File: config.mk
export PLATFORM = sky130hd
export DESIGN_NAME = serv_alu_gen_flat
export DESIGN_NICKNAME = d
export VERILOG_FILES = /design/src/rtl/serv_alu_gen_pkg.sv /design/src/rtl/serv_alu_gen_if.sv /design/src/rtl/serv_alu_gen_shbuf.sv /design/src/rtl/serv_alu_gen.sv /design/src/flat_wrapper.sv
export SDC_FILE = /design/constraint.sdc
export NUM_CORES = 1
export LEC_CHECK = 0
export CORE_ASPECT_RATIO = 0.8
export CORE_MARGIN = 5
export CORE_UTILIZATION = 30
export CTS_CLUSTER_SIZE = 8
export DETAILED_ROUTE_END_ITERATION = 16
export PLACE_DENSITY_LB_ADDON = 0.12
export SLEW_MARGIN = 20
export SYNTH_ARGS = -nofsm -noshare
export SYNTH_HDL_FRONTEND = slang
export SYNTH_SLANG_ARGS = --single-unit
export TNS_END_PERCENT = 100
File: constraint.sdc
create_clock -name clk -period 3.75 [get_ports clk]
set_clock_uncertainty 0.05 [all_clocks]
set_input_delay 0.5625 -clock clk [delete_from_list [all_inputs] [get_ports clk]]
set_output_delay 0.5625 -clock clk [all_outputs]
set_load 0.01 [all_outputs]
File: src/rtl/serv_alu_gen_pkg.sv
// Shared encodings for the bit-serial ALU: op select, FSM states, op-class helpers.
package serv_alu_gen_pkg;

   typedef logic [2:0] alu_op_t;

   localparam alu_op_t ALU_OP_ADD = 3'b000;
   localparam alu_op_t ALU_OP_SR  = 3'b001;
   localparam alu_op_t ALU_OP_SL  = 3'b010;
   localparam alu_op_t ALU_OP_XOR = 3'b011;
   localparam alu_op_t ALU_OP_OR  = 3'b100;
   localparam alu_op_t ALU_OP_AND = 3'b101;
   localparam alu_op_t ALU_OP_SLT = 3'b110;
   localparam alu_op_t ALU_OP_EQ  = 3'b111;

   localparam logic [1:0] ST_IDLE = 2'd0;
   localparam logic [1:0] ST_RUN  = 2'd1;
   localparam logic [1:0] ST_OUT  = 2'd2;

   // Ops whose result leaves in a second WIDTH-cycle phase.
   function automatic logic op_has_out(input alu_op_t op);
      return (op == ALU_OP_SR) || (op == ALU_OP_SL) || (op == ALU_OP_SLT);
   endfunction

   function automatic logic op_emits_run(input alu_op_t op);
      return (op == ALU_OP_ADD) || (op == ALU_OP_XOR) ||
             (op == ALU_OP_OR)  || (op == ALU_OP_AND);
   endfunction

endpackage

File: src/rtl/serv_alu_gen_if.sv
// Serial operand/result bundle between register file, ALU and rd writeback.
// SERV_ALU_GEN_ZERO_FLAG_EN adds the o_zero result flag.
interface serv_alu_gen_if;
   import serv_alu_gen_pkg::*;

   logic    i_start;
   alu_op_t i_op;
   logic    i_sub;
   logic    i_signed;
   logic    i_rs1;
   logic    i_op_b;
   logic    o_rd;
   logic    o_rd_valid;
   logic    o_cmp;
   logic    o_busy;
   logic    o_done;
`ifdef SERV_ALU_GEN_ZERO_FLAG_EN
   logic    o_zero;
`endif

   modport master (
      output i_start, i_op, i_sub, i_signed, i_rs1, i_op_b,
      input  o_rd, o_rd_valid, o_cmp, o_busy, o_done
`ifdef SERV_ALU_GEN_ZERO_FLAG_EN
      , input o_zero
`endif
   );

   modport slave (
      input  i_start, i_op, i_sub, i_signed, i_rs1, i_op_b,
      output o_rd, o_rd_valid, o_cmp, o_busy, o_done
`ifdef SERV_ALU_GEN_ZERO_FLAG_EN
      , output o_zero
`endif
   );

endinterface

File: src/rtl/serv_alu_gen_shbuf.sv
// Serial-in operand buffer and shift-amount register; selects output bit k of
// a left or right (logical/arithmetic) shift of the buffered word.
module serv_alu_gen_shbuf #(
   parameter  int WIDTH   = 32,
   localparam int SHAMT_W = $clog2(WIDTH)
) (
   input  logic               clk,
   input  logic               i_rst,
   input  logic               i_shift_en,
   input  logic               i_rs1,
   input  logic               i_op_b,
   input  logic [SHAMT_W-1:0] i_bit_idx,
   input  logic               i_left,
   input  logic               i_arith,
   output logic               o_bit
);

   localparam logic [SHAMT_W-1:0] SHAMT_BITS = SHAMT_W'(SHAMT_W);

   logic [WIDTH-1:0]   data_q;
   logic [SHAMT_W-1:0] shamt_q;
   logic [SHAMT_W:0]   sr_idx;
   logic [SHAMT_W-1:0] sl_idx;

   // NOTE: the data buffer is fully overwritten before every use, so it carries
   // no reset; only the control-like shamt register is cleared.
   always_ff @(posedge clk) begin
      if (i_shift_en) begin
         data_q <= {i_rs1, data_q[WIDTH-1:1]};
      end
   end

   // shamt arrives LSB first in the opening SHAMT_W bits of op_b.
   always_ff @(posedge clk) begin
      if (i_rst) begin
         shamt_q <= '0;
      end else if (i_shift_en && (i_bit_idx < SHAMT_BITS)) begin
         shamt_q <= {i_op_b, shamt_q[SHAMT_W-1:1]};
      end
   end

   always_comb begin
      sr_idx = {1'b0, i_bit_idx} + {1'b0, shamt_q};
      sl_idx = i_bit_idx - shamt_q;
      o_bit  = 1'b0;
      if (i_left) begin
         o_bit = (i_bit_idx >= shamt_q) ? data_q[sl_idx] : 1'b0;
      end else if (sr_idx[SHAMT_W]) begin
         o_bit = i_arith & data_q[WIDTH-1];
      end else begin
         o_bit = data_q[sr_idx[SHAMT_W-1:0]];
      end
   end

endmodule

File: src/rtl/serv_alu_gen.sv
// Bit-serial ALU: add/sub, logic, shifts, SLT, EQ over WIDTH-cycle LSB-first streams.
// Define SERV_ALU_GEN_ZERO_FLAG_EN to add the o_zero result flag.
module serv_alu_gen
   import serv_alu_gen_pkg::*;
#(
   parameter int WIDTH = 32
) (
   input logic           clk,
   input logic           i_rst,
   serv_alu_gen_if.slave bus
);

   localparam int SHAMT_W = $clog2(WIDTH);
   localparam logic [SHAMT_W-1:0] CNT_LAST = SHAMT_W'(WIDTH - 1);
   localparam logic [SHAMT_W-1:0] CNT_ONE  = SHAMT_W'(1);

   logic [1:0]         state_q, state_d;
   logic [SHAMT_W-1:0] cnt_q, cnt_d;
   alu_op_t            op_q, op_d;
   logic               sub_q, sub_d;
   logic               signed_q, signed_d;
   logic               carry_q, carry_d;
   logic               eq_q, eq_d;
   logic               lt_q, lt_d;
   logic               cmp_q, cmp_d;

   logic    start, run, out_ph, last, first;
   alu_op_t op_e;
   logic    sub_e, signed_e, sub_add, has_out;
   logic    b_x, cin, sum, cout, lt_fin, eq_acc, run_bit, sh_bit, rd, rd_valid, done;

   // The i_start cycle is RUN bit 0, so it works off the live control inputs.
   assign start    = ~i_rst & (state_q == ST_IDLE) & bus.i_start;
   assign run      = ~i_rst & (start | (state_q == ST_RUN));
   assign out_ph   = ~i_rst & (state_q == ST_OUT);
   assign first    = (cnt_q == '0);
   assign last     = (cnt_q == CNT_LAST);
   assign op_e     = start ? bus.i_op     : op_q;
   assign sub_e    = start ? bus.i_sub    : sub_q;
   assign signed_e = start ? bus.i_signed : signed_q;
   assign has_out  = op_has_out(op_e);

   assign sub_add = sub_e | (op_e == ALU_OP_SLT);
   assign b_x     = bus.i_op_b ^ sub_add;
   assign cin     = first ? sub_add : carry_q;
   assign sum     = bus.i_rs1 ^ b_x ^ cin;
   assign cout    = (bus.i_rs1 & b_x) | (cin & (bus.i_rs1 ^ b_x));
   assign lt_fin  = signed_e ? (sum ^ cin ^ cout) : ~cout;
   assign eq_acc  = (first | eq_q) & ~(bus.i_rs1 ^ bus.i_op_b);

   always_comb begin
      case (op_e)
         ALU_OP_ADD: run_bit = sum;
         ALU_OP_XOR: run_bit = bus.i_rs1 ^ bus.i_op_b;
         ALU_OP_OR:  run_bit = bus.i_rs1 | bus.i_op_b;
         ALU_OP_AND: run_bit = bus.i_rs1 & bus.i_op_b;
         default:    run_bit = 1'b0;
      endcase
   end

   serv_alu_gen_shbuf #(.WIDTH(WIDTH)) u_shbuf (
      .clk        (clk),
      .i_rst      (i_rst),
      .i_shift_en (run),
      .i_rs1      (bus.i_rs1),
      .i_op_b     (bus.i_op_b),
      .i_bit_idx  (cnt_q),
      .i_left     (op_q == ALU_OP_SL),
      .i_arith    (signed_q),
      .o_bit      (sh_bit)
   );

   always_comb begin
      rd = 1'b0;
      if (run && op_emits_run(op_e)) begin
         rd = run_bit;
      end else if (out_ph) begin
         rd = (op_q == ALU_OP_SLT) ? (first & lt_q) : sh_bit;
      end
   end

   assign rd_valid = (run & op_emits_run(op_e)) | out_ph;
   assign done     = (run & last & ~has_out) | (out_ph & last);

   assign bus.o_rd       = rd;
   assign bus.o_rd_valid = rd_valid;
   assign bus.o_done     = done;
   assign bus.o_busy     = run | out_ph;
   assign bus.o_cmp      = cmp_q;

   always_comb begin
      // NOTE: every _d starts from its _q so no branch can infer a latch.
      state_d  = state_q;
      cnt_d    = cnt_q;
      op_d     = op_q;
      sub_d    = sub_q;
      signed_d = signed_q;
      carry_d  = carry_q;
      eq_d     = eq_q;
      lt_d     = lt_q;
      cmp_d    = cmp_q;
      if (start) begin
         state_d  = ST_RUN;
         op_d     = bus.i_op;
         sub_d    = bus.i_sub;
         signed_d = bus.i_signed;
         cmp_d    = 1'b0;
      end
      if (run) begin
         cnt_d   = cnt_q + CNT_ONE;
         carry_d = cout;
         eq_d    = eq_acc;
         if (last) begin
            state_d = has_out ? ST_OUT : ST_IDLE;
            if (op_e == ALU_OP_EQ) cmp_d = eq_acc;
            if (op_e == ALU_OP_SLT) begin
               cmp_d = lt_fin;
               lt_d  = lt_fin;
            end
         end
      end
      if (out_ph) begin
         cnt_d = cnt_q + CNT_ONE;
         if (last) state_d = ST_IDLE;
      end
   end

   // NOTE: sequential state uses non-blocking assignments only.
   always_ff @(posedge clk) begin
      if (i_rst) begin
         state_q  <= ST_IDLE;
         cnt_q    <= '0;
         op_q     <= ALU_OP_ADD;
         sub_q    <= 1'b0;
         signed_q <= 1'b0;
         carry_q  <= 1'b0;
         eq_q     <= 1'b0;
         lt_q     <= 1'b0;
         cmp_q    <= 1'b0;
      end else begin
         state_q  <= state_d;
         cnt_q    <= cnt_d;
         op_q     <= op_d;
         sub_q    <= sub_d;
         signed_q <= signed_d;
         carry_q  <= carry_d;
         eq_q     <= eq_d;
         lt_q     <= lt_d;
         cmp_q    <= cmp_d;
      end
   end

`ifdef SERV_ALU_GEN_ZERO_FLAG_EN
   logic nz_q, nz_d, zero_q, zero_d;

   // nz_q remembers any 1 emitted so far; it is clear again after every done.
   always_comb begin
      nz_d   = done ? 1'b0 : (nz_q | (rd_valid & rd));
      zero_d = zero_q;
      if (start) zero_d = 1'b0;
      if (done) begin
         zero_d = (op_e == ALU_OP_EQ) ? ~eq_acc : ~(nz_q | (rd_valid & rd));
      end
   end

   always_ff @(posedge clk) begin
      if (i_rst) begin
         nz_q   <= 1'b0;
         zero_q <= 1'b0;
      end else begin
         nz_q   <= nz_d;
         zero_q <= zero_d;
      end
   end

   assign bus.o_zero = zero_q;
`endif

endmodule

File: src/flat_wrapper.sv
// flat-port wrapper written by rule: the top's interface ports become plain ports
module serv_alu_gen_flat import serv_alu_gen_pkg::*;
#(
   parameter int WIDTH = 32
)
  (clk, i_rst, bus_i_start, bus_i_op, bus_i_sub, bus_i_signed, bus_i_rs1, bus_i_op_b, bus_o_rd, bus_o_rd_valid, bus_o_cmp, bus_o_busy, bus_o_done);
  serv_alu_gen_if bus_i ();
  input logic clk;
  input logic i_rst;
  input wire logic [$bits(bus_i.i_start)-1:0] bus_i_start;
  input wire logic [$bits(bus_i.i_op)-1:0] bus_i_op;
  input wire logic [$bits(bus_i.i_sub)-1:0] bus_i_sub;
  input wire logic [$bits(bus_i.i_signed)-1:0] bus_i_signed;
  input wire logic [$bits(bus_i.i_rs1)-1:0] bus_i_rs1;
  input wire logic [$bits(bus_i.i_op_b)-1:0] bus_i_op_b;
  output wire logic [$bits(bus_i.o_rd)-1:0] bus_o_rd;
  output wire logic [$bits(bus_i.o_rd_valid)-1:0] bus_o_rd_valid;
  output wire logic [$bits(bus_i.o_cmp)-1:0] bus_o_cmp;
  output wire logic [$bits(bus_i.o_busy)-1:0] bus_o_busy;
  output wire logic [$bits(bus_i.o_done)-1:0] bus_o_done;
  assign bus_i.i_start = bus_i_start;
  assign bus_i.i_op = bus_i_op;
  assign bus_i.i_sub = bus_i_sub;
  assign bus_i.i_signed = bus_i_signed;
  assign bus_i.i_rs1 = bus_i_rs1;
  assign bus_i.i_op_b = bus_i_op_b;
  assign bus_o_rd = bus_i.o_rd;
  assign bus_o_rd_valid = bus_i.o_rd_valid;
  assign bus_o_cmp = bus_i.o_cmp;
  assign bus_o_busy = bus_i.o_busy;
  assign bus_o_done = bus_i.o_done;
  serv_alu_gen #(.WIDTH(WIDTH)) u_core (.clk(clk), .i_rst(i_rst), .bus(bus_i));
endmodule
==> run_results.csv, run 1 <==
group,metric,value,unit
global_route,groute.usage.overall,0.1136,
synthesis,postSynth.topFlopCell,"edfxtp_1",
global_route,grt_pass1_vias,2157,
setup_path,path_max_fanout,7,
clocking,tritoncts,"yes",
global_route,number_of_antenna_violations_at_the_first_check_in_global_routing,0,
clocking,htree_levels,2,
drt,drc,0,
place,port_buffers,14,
setup_path,critical-path-slowest-cell,"fa_1",
synthesis,synth.yosys.seq_area_share,0.4512,
sta,timing.final.crit_share,0.9851,
floorplanning,die_w,122.9,µm
drt,drt_first_pass_iters,4,
sta,fmaxAchievable,270.7,MHz
synthesis,synth_enable_flop_cells,32,
sta,timing.final.max_slew_violations,0,
place,gp_congestion,0.7486,
sta,grt_setup_unrepaired,"true",
floorplanning,design.die.area,12340,µm²
power,ir_worst_vdd,131.5,µV
synthesis,synth-seq-cells,53,
clocking,cts-root-buf,"clkbuf_16",
sta,setup_viol_count_final,0,
clocking,clk_transition_reported_paths,0.07,ns
clocking,cts_max_path_buffers,2,
setup_path,r2r_cells,13,
global_route,gr_ovfl_total,0,
synthesis,yosys_warnings,0,
floorplanning,floorplan.core_area,10120,µm²
setup_path,worstReg2RegStart,"u_core.state_q[0]",
finish,fillerInstances,985,
setup_path,worst_setup_path_end_kind,"output pin",
global_route,grt_max_degree,24,
floorplanning,top_level_ports,15,
drt,routed_wl,6.456,mm
synthesis,synthCells,253,
clocking,clkLatencyLatePin,0.29,ns
floorplanning,die_h,100.4,µm
setup_path,critical_path_arrival,3.08,ns
floorplanning,row_count,33,
drt,route.vias.total,2102,
setup_path,r2r_slack,0.98,ns
floorplanning,initial_core_util,0.3027,
setup_path,crit_path_cell_trace,"inv_2 > ha_4 > inv_2 > fa_1 > buf_12 > mux4_2 > mux2_4 > nand3b_1 > o211a_1 > nor4_2 > a211oi_2 > o31ai_1 > buf_2",
finish,design.final.nets,334,
job,max-cap-violations,0,
synthesis,mappedNetlistNets,282,
drt,route.detailed.wl_per_inst,14.48,µm
drt,drt.antenna.violating_nets,0,
min_path,hold_path_class,"flop to flop",
power,power.density_cell_area,372.1,nW/µm²
sta,min_period,3.694,ns
setup_path,cpMostUsedCell,"inv_2",
clocking,clock-sinks,53,
drt,via_per_inst,4.713,
min_path,min_delay_path_depth,0,
finish,num_antenna_cells,0,
synthesis,total_standard_cell_area_after_synthesis,3062,µm²
run_status,outcome,"finished, final reports clean",
setup_path,critPathCapture,"bus_o_rd",
synthesis,asyncSetResetFlopFracSynth,0,
setup_path,cp-start-kind,"flop",
synthesis,synth.lib_cells_used.distinct,51,
finish,area.growth.synth_to_final,27.42,%
setup_path,critPathLaunch,"u_core.cnt_q[0]",
sta,finalHoldViolations,0,
global_route,grt_first_pass_wirelength,11.05,mm
drt,initialDrtViolationCount,92,
setup_path,critPathMaxStageDelay,0.52,ns
sta,timing.max_slew.rel_slack,0.6668,
synthesis,syn-mean-instance-area,12.10,µm²
clocking,total_of_hold_buffers_inserted_after_clock_tree_synthesis,0,
finish,layout_common_cells,"buf_4 (35), nor2_1 (32), edfxtp_1 (32), dfxtp_1 (19), a21oi_1 (14)",
clocking,cts_inserted_buffers,5,
finish,layout_commonest_cell,"buf_4",
place,place_hpwl,4.767,mm
power,cellLeakagePower,1.482,nW
finish,drive_above_1_share,0.2712,
sta,worst_slew_pin_slew,0.4962,ns
setup_path,cp_required,3.14,ns
setup_path,critPathKind,"flop to output pin",
sta,hold-worst-slack,0.4223,ns
setup_path,rr_endpoint,"u_core.bus.o_cmp",
sta,totalNegativeSetupSlack,0,ns
-- report_power, final --
| group | internal [mW] | switching [mW] |
|---|---|---|
| clock network | 0.313 | 0.195 |
| registers | 0.651 | 0.0199 |
| logic | 0.146 | 0.127 |
| total | 1.11 | 0.342 |
-- cells by family (layout without fill, tap and decap cells) --
logic type      count (synthesis)  after routing  synth area share
compound gates                 46             46           0.09645
mux                            33             33            0.1798
xor+xnor                        9              9           0.02820
simple gates                   68             68            0.1136
buf+inv                        25             78           0.04331
fa+ha+maj                      19             19           0.08746
flops                          53             53            0.4512
-- Yosys cell counts, types with 3 or more instances --
cell type	instances	area [µm²]
nand2_1	8	30.03
a21oi_1	14	70.07
nor3b_1	4	30.03
buf_6	4	45.04
a211oi_1	4	30.03
nand3_1	3	15.01
nor2b_1	3	18.77
mux4_1	4	105.1
edfxtp_1	32	960.9
mux4_2	12	270.3
ha_1	15	187.7
mux2i_1	13	130.1
o21ai_0	8	40.04
inv_1	15	56.30
fa_1	4	80.08
dfxtp_1	21	420.4
xnor2_1	5	43.79
nor2_1	32	120.1
mux2_2	4	45.04
xor2_1	3	26.28
o31ai_1	4	30.03
-- area by class of cell --
type | instances | area [µm²] | share of cell area
repair buffers | 54 | 478.0 | 0.1225
inverters | 16 | 60.06 | 0.01539
multi-input cells | 175 | 1642 | 0.4208
flip-flops and latches | 53 | 1384 | 0.3547
well taps | 140 | 175.2 | 0.04490
clock inverters | 2 | 33.78 | 0.008659
clock buffers | 6 | 128.9 | 0.03303
-- worst min path at each step --
stage	end	startpoint	slack [ns]
2_1_floorplan	u_core.u_shbuf.data_q[17]	u_core.u_shbuf.data_q[18]	0.39
3_3_place_gp	u_core.u_shbuf.data_q[29]	u_core.u_shbuf.data_q[30]	0.40
3_5_place_dp	u_core.u_shbuf.data_q[9]	u_core.u_shbuf.data_q[10]	0.40
4_1_cts	u_core.u_shbuf.data_q[9]	u_core.u_shbuf.data_q[10]	0.42
5_1_grt	u_core.u_shbuf.data_q[29]	u_core.u_shbuf.data_q[30]	0.44
6_report	u_core.u_shbuf.data_q[17]	u_core.u_shbuf.data_q[18]	0.42
-- flip-flops by register name, indices dropped and copies added (netlist names) --
name,count
u_core.bus.o_cmp,1
u_core.carry_q,1
u_core.cnt_q,5
u_core.eq_q,1
u_core.lt_q,1
u_core.op_q,3
u_core.signed_q,1
u_core.state_q,2
u_core.sub_q,1
u_core.u_shbuf.data_q,32
u_core.u_shbuf.shamt_q,5
-- layer usage --
metal	up-vias	GRT usage	share of wire
li1	1052	-	-
met1	1018	0.1750	0.56
met2	24	0.1575	0.40
met3	8	0.02648	0.028
met4	0	0.03098	0.012
met5	-	0	0
-- critical path, delay by kind of cell (launching register included) --
family                     cells  cell delay, ns
AOI/OAI and AO/OA              3            0.51
and+or+nand+nor                2            0.13
muxes                          2            0.78
adders and majority gates      2            0.66
DFF                            1            0.33
buffers and inverters          4            0.38
-- repair_timing --
action / CTS / global route
pin swaps: 11 / 5
setup buffers: 3 / 1
resized for setup: 30 / 1
setup endpoints to repair: 1 / 1
-- through the flow --
stage | worst slack [ns] | util | area, µm² | power, mW | cells
floorplan | 0.3177 | - | 3062 | 0.8426 | 253
global placement | -0.5956 | 0.3571 | 3612 | 0.9378 | 434
detailed placement | -0.6067 | 0.3571 | 3612 | 0.9358 | 434
CTS | -0.03205 | 0.3840 | 3885 | 1.478 | 445
global route | -0.08001 | 0.3857 | 3901 | 1.531 | 446
finish | 0.05569 | 0.3857 | 3901 | 1.452 | 446
(Power assumes the default switching activity.)
==> run 2: changes to the inputs <==
--- a/config.mk
+++ b/config.mk
@@ -11,6 +11,7 @@
 export CTS_CLUSTER_SIZE = 8
 export DETAILED_ROUTE_END_ITERATION = 16
 export PLACE_DENSITY_LB_ADDON = 0.12
+export SKIP_CTS_REPAIR_TIMING = 1
 export SLEW_MARGIN = 20
 export SYNTH_ARGS = -nofsm -noshare
 export SYNTH_HDL_FRONTEND = slang
==> run 2 against run 1 <==
  * Sequential cell count stayed put
  * Routed wire length down 0.33%
  * Via count up 0.24%
  * Hold slack improved by 0.00059 ns
  * Clock power is essentially flat
  * Combinational power rose by 1%
  * Die area stayed put
  * Global-route usage shrank 0.36 points
  * First-iteration DRC count down 12%
  * Count of clock-buffer cells in the layout stayed put
  * Worst setup slack worse by 0.027 ns
  * Critical path type unchanged
  * Critical endpoint unchanged
  * Highest routed layer unchanged
==> run_results.csv, run 2 (synthesized netlist as in run 1, its figures left out) <==
group,metric,value,unit
setup_path,critical_path_arrival,3.11,ns
finish,area.growth.synth_to_final,28.85,%
setup_path,rr_endpoint,"u_core.bus.o_cmp",
finish,layout_common_cells,"buf_4 (39), nor2_1 (32), edfxtp_1 (32), dfxtp_1 (19), a21oi_1 (14)",
clocking,cts_max_path_buffers,2,
setup_path,crit_path_cell_trace,"inv_2 > ha_4 > inv_2 > fa_1 > buf_12 > mux4_2 > mux2_4 > nand3b_1 > o211a_1 > nor4_2 > a211oi_2 > o31ai_1 > buf_2",
setup_path,r2r_slack,1.08,ns
global_route,gr_ovfl_total,0,
sta,finalHoldViolations,0,
clocking,clkLatencyLatePin,0.29,ns
run_status,outcome,"finished, final reports clean",
setup_path,r2r_cells,12,
setup_path,critPathMaxStageDelay,0.58,ns
floorplanning,design.die.area,12340,µm²
finish,largest-register,"u_core.u_shbuf.data_q",
job,max-cap-violations,0,
floorplanning,die_w,122.9,µm
setup_path,cp_required,3.14,ns
finish,layout_commonest_cell,"buf_4",
finish,largest_reg_flops,32,
sta,fmaxAchievable,268.7,MHz
drt,drt_first_pass_iters,4,
sta,setup_viol_count_final,0,
place,placed_area,3612,µm²
finish,final_core_util,0.3900,
finish,post_layout_nonfiller_instances,450,
drt,routed_wl,6.435,mm
place,port_buffers,14,
power,power.density_cell_area,368.9,nW/µm²
min_path,min_delay_path_depth,0,
finish,drive_above_1_share,0.2871,
power,ir_worst_vdd,131.2,µV
setup_path,worst_setup_path_end_kind,"output pin",
sta,grt_setup_unrepaired,"true",
global_route,groute.usage.overall,0.1100,
drt,route.vias.total,2107,
setup_path,worstReg2RegStart,"u_core.state_q[0]",
global_route,number_of_antenna_violations_at_the_first_check_in_global_routing,0,
drt,drt.antenna.violating_nets,0,
clocking,clock-sinks,53,
sta,min_period,3.721,ns
min_path,hold_path_class,"flop to flop",
clocking,cts_inserted_buffers,5,
global_route,grt_max_degree,24,
setup_path,cp-start-kind,"flop",
setup_path,path_max_fanout,8,
place,gp_congestion,0.7486,
global_route,grt_pass1_vias,2100,
floorplanning,initial_core_util,0.3027,
setup_path,critical-path-slowest-cell,"fa_1",
sta,totalNegativeSetupSlack,0,ns
clocking,cts-root-buf,"clkbuf_16",
floorplanning,top_level_ports,15,
clocking,tritoncts,"yes",
clocking,htree_levels,2,
floorplanning,row_count,33,
sta,worst_slew_pin_slew,0.4743,ns
floorplanning,die_h,100.4,µm
finish,largestRegisters,"u_core.u_shbuf.data_q: 32 flops, u_core.cnt_q: 5 flops, u_core.u_shbuf.shamt_q: 5 flops",
sta,timing.max_slew.rel_slack,0.6815,
finish,design.final.nets,338,
sta,timing.final.max_slew_violations,0,
setup_path,critPathKind,"flop to output pin",
min_path,min-delay-start,"u_core.u_shbuf.data_q[30]",
sta,hold-worst-slack,0.4229,ns
place,dp.cells,434,
floorplanning,floorplan.core_area,10120,µm²
drt,via_per_inst,4.682,
drt,route.detailed.wl_per_inst,14.30,µm
finish,post-route-cell-area,3945,µm²
drt,drc,0,
clocking,clk_transition_reported_paths,0.07,ns
power,cellLeakagePower,1.519,nW
sta,timing.final.crit_share,0.9924,
drt,initialDrtViolationCount,81,
finish,num_antenna_cells,0,
min_path,whs_endpoint,"u_core.u_shbuf.data_q[29]",
place,place_hpwl,4.767,mm
setup_path,cpMostUsedCell,"inv_2",
global_route,grt_first_pass_wirelength,10.68,mm
-- run 2: layout make-up --
type                    instances  area [µm²]
fillers                       985        6171
clock inverters                 2       33.78
flip-flops and latches         53        1384
inverters                      16       60.06
repair buffers                 58       515.5
well taps                     140       175.2
clock buffers                   6       128.9
multi-input cells             175        1648
-- run 2: how the worst max path moves through the flow --
stage	from	to	slack, ns	cells after the start
2_1_floorplan	i_rst	bus_o_rd	0.32	12
3_3_place_gp	bus_i_start	bus_o_rd	-0.60	13
3_5_place_dp	bus_i_start	bus_o_rd	-0.61	13
4_1_cts	bus_i_start	bus_o_rd	-0.61	13
5_1_grt	u_core.cnt_q[0]	bus_o_rd	-0.12	13
6_report	u_core.cnt_q[0]	bus_o_rd	0.03	13
-- run 2: where the power goes --
group | internal (mW) | total, mW | switching [mW]
combinational | 0.150 | 0.277 | 0.127
clock | 0.313 | 0.508 | 0.195
sequential | 0.651 | 0.670 | 0.0198
total | 1.11 | 1.46 | 0.342
-- run 2: metal layers --
metal  wire length, µm  track usage  share of wire
met3               171      0.02648          0.027
met4                65      0.03098          0.010
met1              3583       0.1697           0.56
met2              2615       0.1512           0.41
met5                 0            0              0
-- run 2: worst max-delay path, delay by kind of cell (launching register included) --
family	cells	cell delay (ns)
AND/OR/NAND/NOR	2	0.13
adder cells (fa/ha/maj)	2	0.72
multiplexers	2	0.78
buffers and inverters	4	0.39
flip-flops	1	0.33
AO/OA/AOI/OAI	3	0.46
-- run 2: through the flow --
step	worst slack, ns	total power, mW
2_1_floorplan	0.3177	0.8426
3_3_place_gp	-0.5956	0.9378
3_5_place_dp	-0.6067	0.9358
4_1_cts	-0.6142	1.458
5_1_grt	-0.1222	1.536
6_report	0.02862	1.455
==> run 3: changes to the inputs <==
--- a/config.mk
+++ b/config.mk
@@ -15,5 +15,6 @@
 export SLEW_MARGIN = 20
 export SYNTH_ARGS = -nofsm -noshare
 export SYNTH_HDL_FRONTEND = slang
+export SYNTH_HIERARCHICAL = 1
 export SYNTH_SLANG_ARGS = --single-unit
 export TNS_END_PERCENT = 100
==> constraint.sdc (replaced) <==
create_clock -name clk -period 4.21 [get_ports clk]
set_clock_uncertainty 0.05 [all_clocks]
set_input_delay 0.6315 -clock clk [delete_from_list [all_inputs] [get_ports clk]]
set_output_delay 0.6315 -clock clk [all_outputs]
set_load 0.01 [all_outputs]
==> run 3 against run 2 <==
  * First-iteration DRC count decreased by 8.6%
  * Count of clock-buffer cells in the layout increased by 1
  * Worst setup slack improved by 0.15 ns
  * Combinational power decreased by 21%
  * Clock power decreased by 22%
  * Non-clock buffer count decreased by 16
  * Core utilization decreased by 2.1 points
  * Final area decreased by 3.9%
  * Synthesized cell count increased by 11%
  * Sequential power decreased by 11%
  * Final cell count increased by 2.2%
  * Hold slack got worse by 0.028 ns
  * Critical path type unchanged
  * Critical endpoint unchanged
==> run_results.csv, run 3 <==
group,metric,value,unit
run_status,outcome,"finished, final reports clean",
synthesis,postSynth.topFlopCell,"edfxtp_1",
min_path,whs_endpoint,"u_core/u_shbuf/data_q[24]",
global_route,groute.usage.overall,0.1080,
finish,num_antenna_cells,0,
finish,design.final.nets,348,
finish,largest-register,"u_core/u_shbuf/data_q",
synthesis,synth-simple-area-share,0.1227,
min_path,min_delay_path_depth,0,
floorplanning,initial_core_util,0.3074,
setup_path,critical_path_arrival,3.35,ns
place,port_buffers,14,
sta,grt_setup_unrepaired,"false",
drt,drt.antenna.violating_nets,0,
floorplanning,floorplan.core_area,10280,µm²
setup_path,cp_required,3.53,ns
drt,route.detailed.wl_per_inst,14.25,µm
synthesis,asyncSetResetFlopFracSynth,0,
synthesis,synth_top_family_by_area,"multiplexers",
power,power.density_cell_area,318.9,nW/µm²
job,max-cap-violations,0,
clocking,clkLatencyLatePin,0.29,ns
global_route,gr_ovfl_total,0,
clocking,htree_levels,2,
sta,timing.final.crit_share,0.9567,
global_route,grt_max_degree,26,
global_route,grt_pass1_vias,2149,
synthesis,syn-mean-instance-area,11.29,µm²
setup_path,cp-start-kind,"flop",
clocking,clock-sinks,53,
synthesis,synth-compound-area-share,0.1037,
global_route,number_of_antenna_violations_at_the_first_check_in_global_routing,0,
synthesis,synthCells,280,
setup_path,r2r_cells,11,
finish,fillerInstances,1032,
setup_path,worstReg2RegStart,"u_core/cnt_q[0]",
place,gp_congestion,0.7830,
sta,min_period,4.028,ns
sta,finalHoldViolations,0,
floorplanning,design.die.area,12700,µm²
power,ir_worst_vdd,149.4,µV
place,place_hpwl,4.927,mm
synthesis,synth_enable_flop_cells,32,
synthesis,top_area_cell_type_share_of_the_netlist_area,0.3040,
clocking,cts_inserted_buffers,5,
synthesis,synth_area_leader_cell,"edfxtp_1",
floorplanning,die_h,101.8,µm
synthesis,synth-adder-area-share,0.08472,
synthesis,synthTopCellsByCount,"edfxtp_1 (32), nor2_1 (30), dfxtp_1 (21), a21oi_1 (20), inv_1 (20)",
synthesis,mappedNetlistNets,309,
synthesis,synth-seq-cells,53,
sta,timing.final.max_slew_violations,0,
power,cellLeakagePower,1.443,nW
floorplanning,row_count,33,
floorplanning,top_level_ports,15,
sta,timing.max_slew.rel_slack,0.5842,
global_route,grt_first_pass_wirelength,11.01,mm
setup_path,critPathKind,"flop to output pin",
sta,worst_slew_pin_slew,0.6199,ns
min_path,hold_path_class,"flop to flop",
sta,totalNegativeSetupSlack,0,ns
floorplanning,die_w,124.8,µm
setup_path,r2r_slack,1.36,ns
sta,hold-worst-slack,0.3946,ns
setup_path,path_max_fanout,3,
synthesis,total_standard_cell_area_after_synthesis,3161,µm²
setup_path,rr_endpoint,"u_core/bus.o_cmp",
synthesis,yosys_warnings,6,
finish,area.growth.synth_to_final,19.91,%
synthesis,yosys.cell_count.top_type,"edfxtp_1",
synthesis,synth.lib_cells_used.distinct,50,
drt,initialDrtViolationCount,74,
clocking,cts-root-buf,"clkbuf_16",
synthesis,synth.yosys.seq_area_share,0.4371,
min_path,min-delay-start,"u_core/u_shbuf/data_q[25]",
finish,largest_reg_flops,32,
clocking,tritoncts,"yes",
finish,drive_above_1_share,0.2000,
synthesis,synth-xor-area-share,0.03642,
drt,route.vias.total,2134,
drt,drc,0,
finish,layout_commonest_cell,"edfxtp_1",
clocking,cts_max_path_buffers,2,
drt,drt_first_pass_iters,4,
drt,routed_wl,6.554,mm
drt,via_per_inst,4.639,
synthesis,synth.area.mux_share,0.1663,
clocking,clk_transition_reported_paths,0.07,ns
sta,setup_viol_count_final,0,
synthesis,synth_area_leaders,"edfxtp_1 (30%), dfxtp_1 (13%), ha_1 (5.9%), mux2i_1 (5.4%), mux2_2 (3.6%)",
setup_path,worst_setup_path_end_kind,"output pin",
sta,fmaxAchievable,248.3,MHz
finish,largestRegisters,"u_core/u_shbuf/data_q: 32 flops, u_core/cnt_q: 5 flops, u_core/u_shbuf/shamt_q: 5 flops",
finish,layout_common_cells,"edfxtp_1 (32), nor2_1 (30), buf_4 (27), inv_1 (20), a21oi_1 (20)",
[run 3: cell count changes in the layout (fill, tap and decap cells not counted), sizes merged, moves of 3 or more]
cell   before  now
buf        45   28
mux2        4   16
mux4       16    6
a21oi      14   20
mux2i      13   19
inv        15   20
nand2       8   13
nor2b       3    7
nor3        2    6
o21ai       9    6
[run 3: worst max-delay path by stage]
stage,from,end,slack (ns),depth (start not counted)
floorplan,u_core/cnt_q[0],bus_o_rd,0.48,11
global placement,i_rst,bus_o_rd,-0.07,12
detailed placement,bus_i_start,bus_o_rd,-0.1,12
CTS,u_core/cnt_q[0],bus_o_rd,-0.33,12
global route,u_core/cnt_q[0],bus_o_rd,0.01,15
finish,u_core/cnt_q[0],bus_o_rd,0.18,15
[run 3: critical path, stage by stage, from the launching register on]
cell            delay, ns
dfxtp_2              0.34
ha_1                 0.16
inv_1                0.05
fa_2                 0.37
buf_4                0.16
xnor2_2              0.13
buf_4                0.15
mux4_2               0.33
a21oi_1              0.04
a311o_1              0.33
a311o_1              0.37
o31ai_2              0.07
nor2b_1              0.15
a31oi_1              0.06
o22ai_1              0.16
dlymetal6s2s_1       0.18
[run 3: power breakdown]
part / internal [mW] / total, mW / switching (mW)
sequential: 0.579 / 0.594 / 0.0146
clock: 0.220 / 0.396 / 0.176
combinational: 0.111 / 0.219 / 0.108
[run 3: kinds of logic after synthesis]
logic type,Yosys count
AOI/OAI and AO/OA,50
xor gates and xnor gates,11
adders and majority gates,19
buffers and inverters,30
DFF,53
muxes,41
and+or+nand+nor,76
[run 3: area by class of cell]
cell class | instances | area [µm²] | area share
repair buffers | 42 | 365.4 | 0.09640
multi-input cells | 197 | 1653 | 0.4361
well taps | 140 | 175.2 | 0.04622
clock buffers | 7 | 132.6 | 0.03500
flip-flops and latches | 53 | 1384 | 0.3651
inverters | 20 | 75.07 | 0.01981
clock inverters | 1 | 5.005 | 0.001321
[run 3: per-layer routing]
layer / up-vias / GRT usage / share of wire
met2: 14 / 0.1483 / 0.38
met4: 0 / 0.03286 / 0.012
met1: 1023 / 0.1656 / 0.58
met5: - / 0 / 0
met3: 7 / 0.02636 / 0.024
li1: 1090 / - / -
[run 3: stage by stage]
step	setup slack [ns]	instance area, µm²	power [mW]	instances	utilization
after floorplan	0.4798	3161	0.7482	280	-
after global placement	-0.07457	3625	0.8262	452	0.3526
after detailed placement	-0.09610	3625	0.8242	452	0.3526
after CTS	-0.3324	3762	1.231	460	0.3659
after global routing	0.009579	3790	1.277	460	0.3686
final	0.1822	3790	1.209	460	0.3686
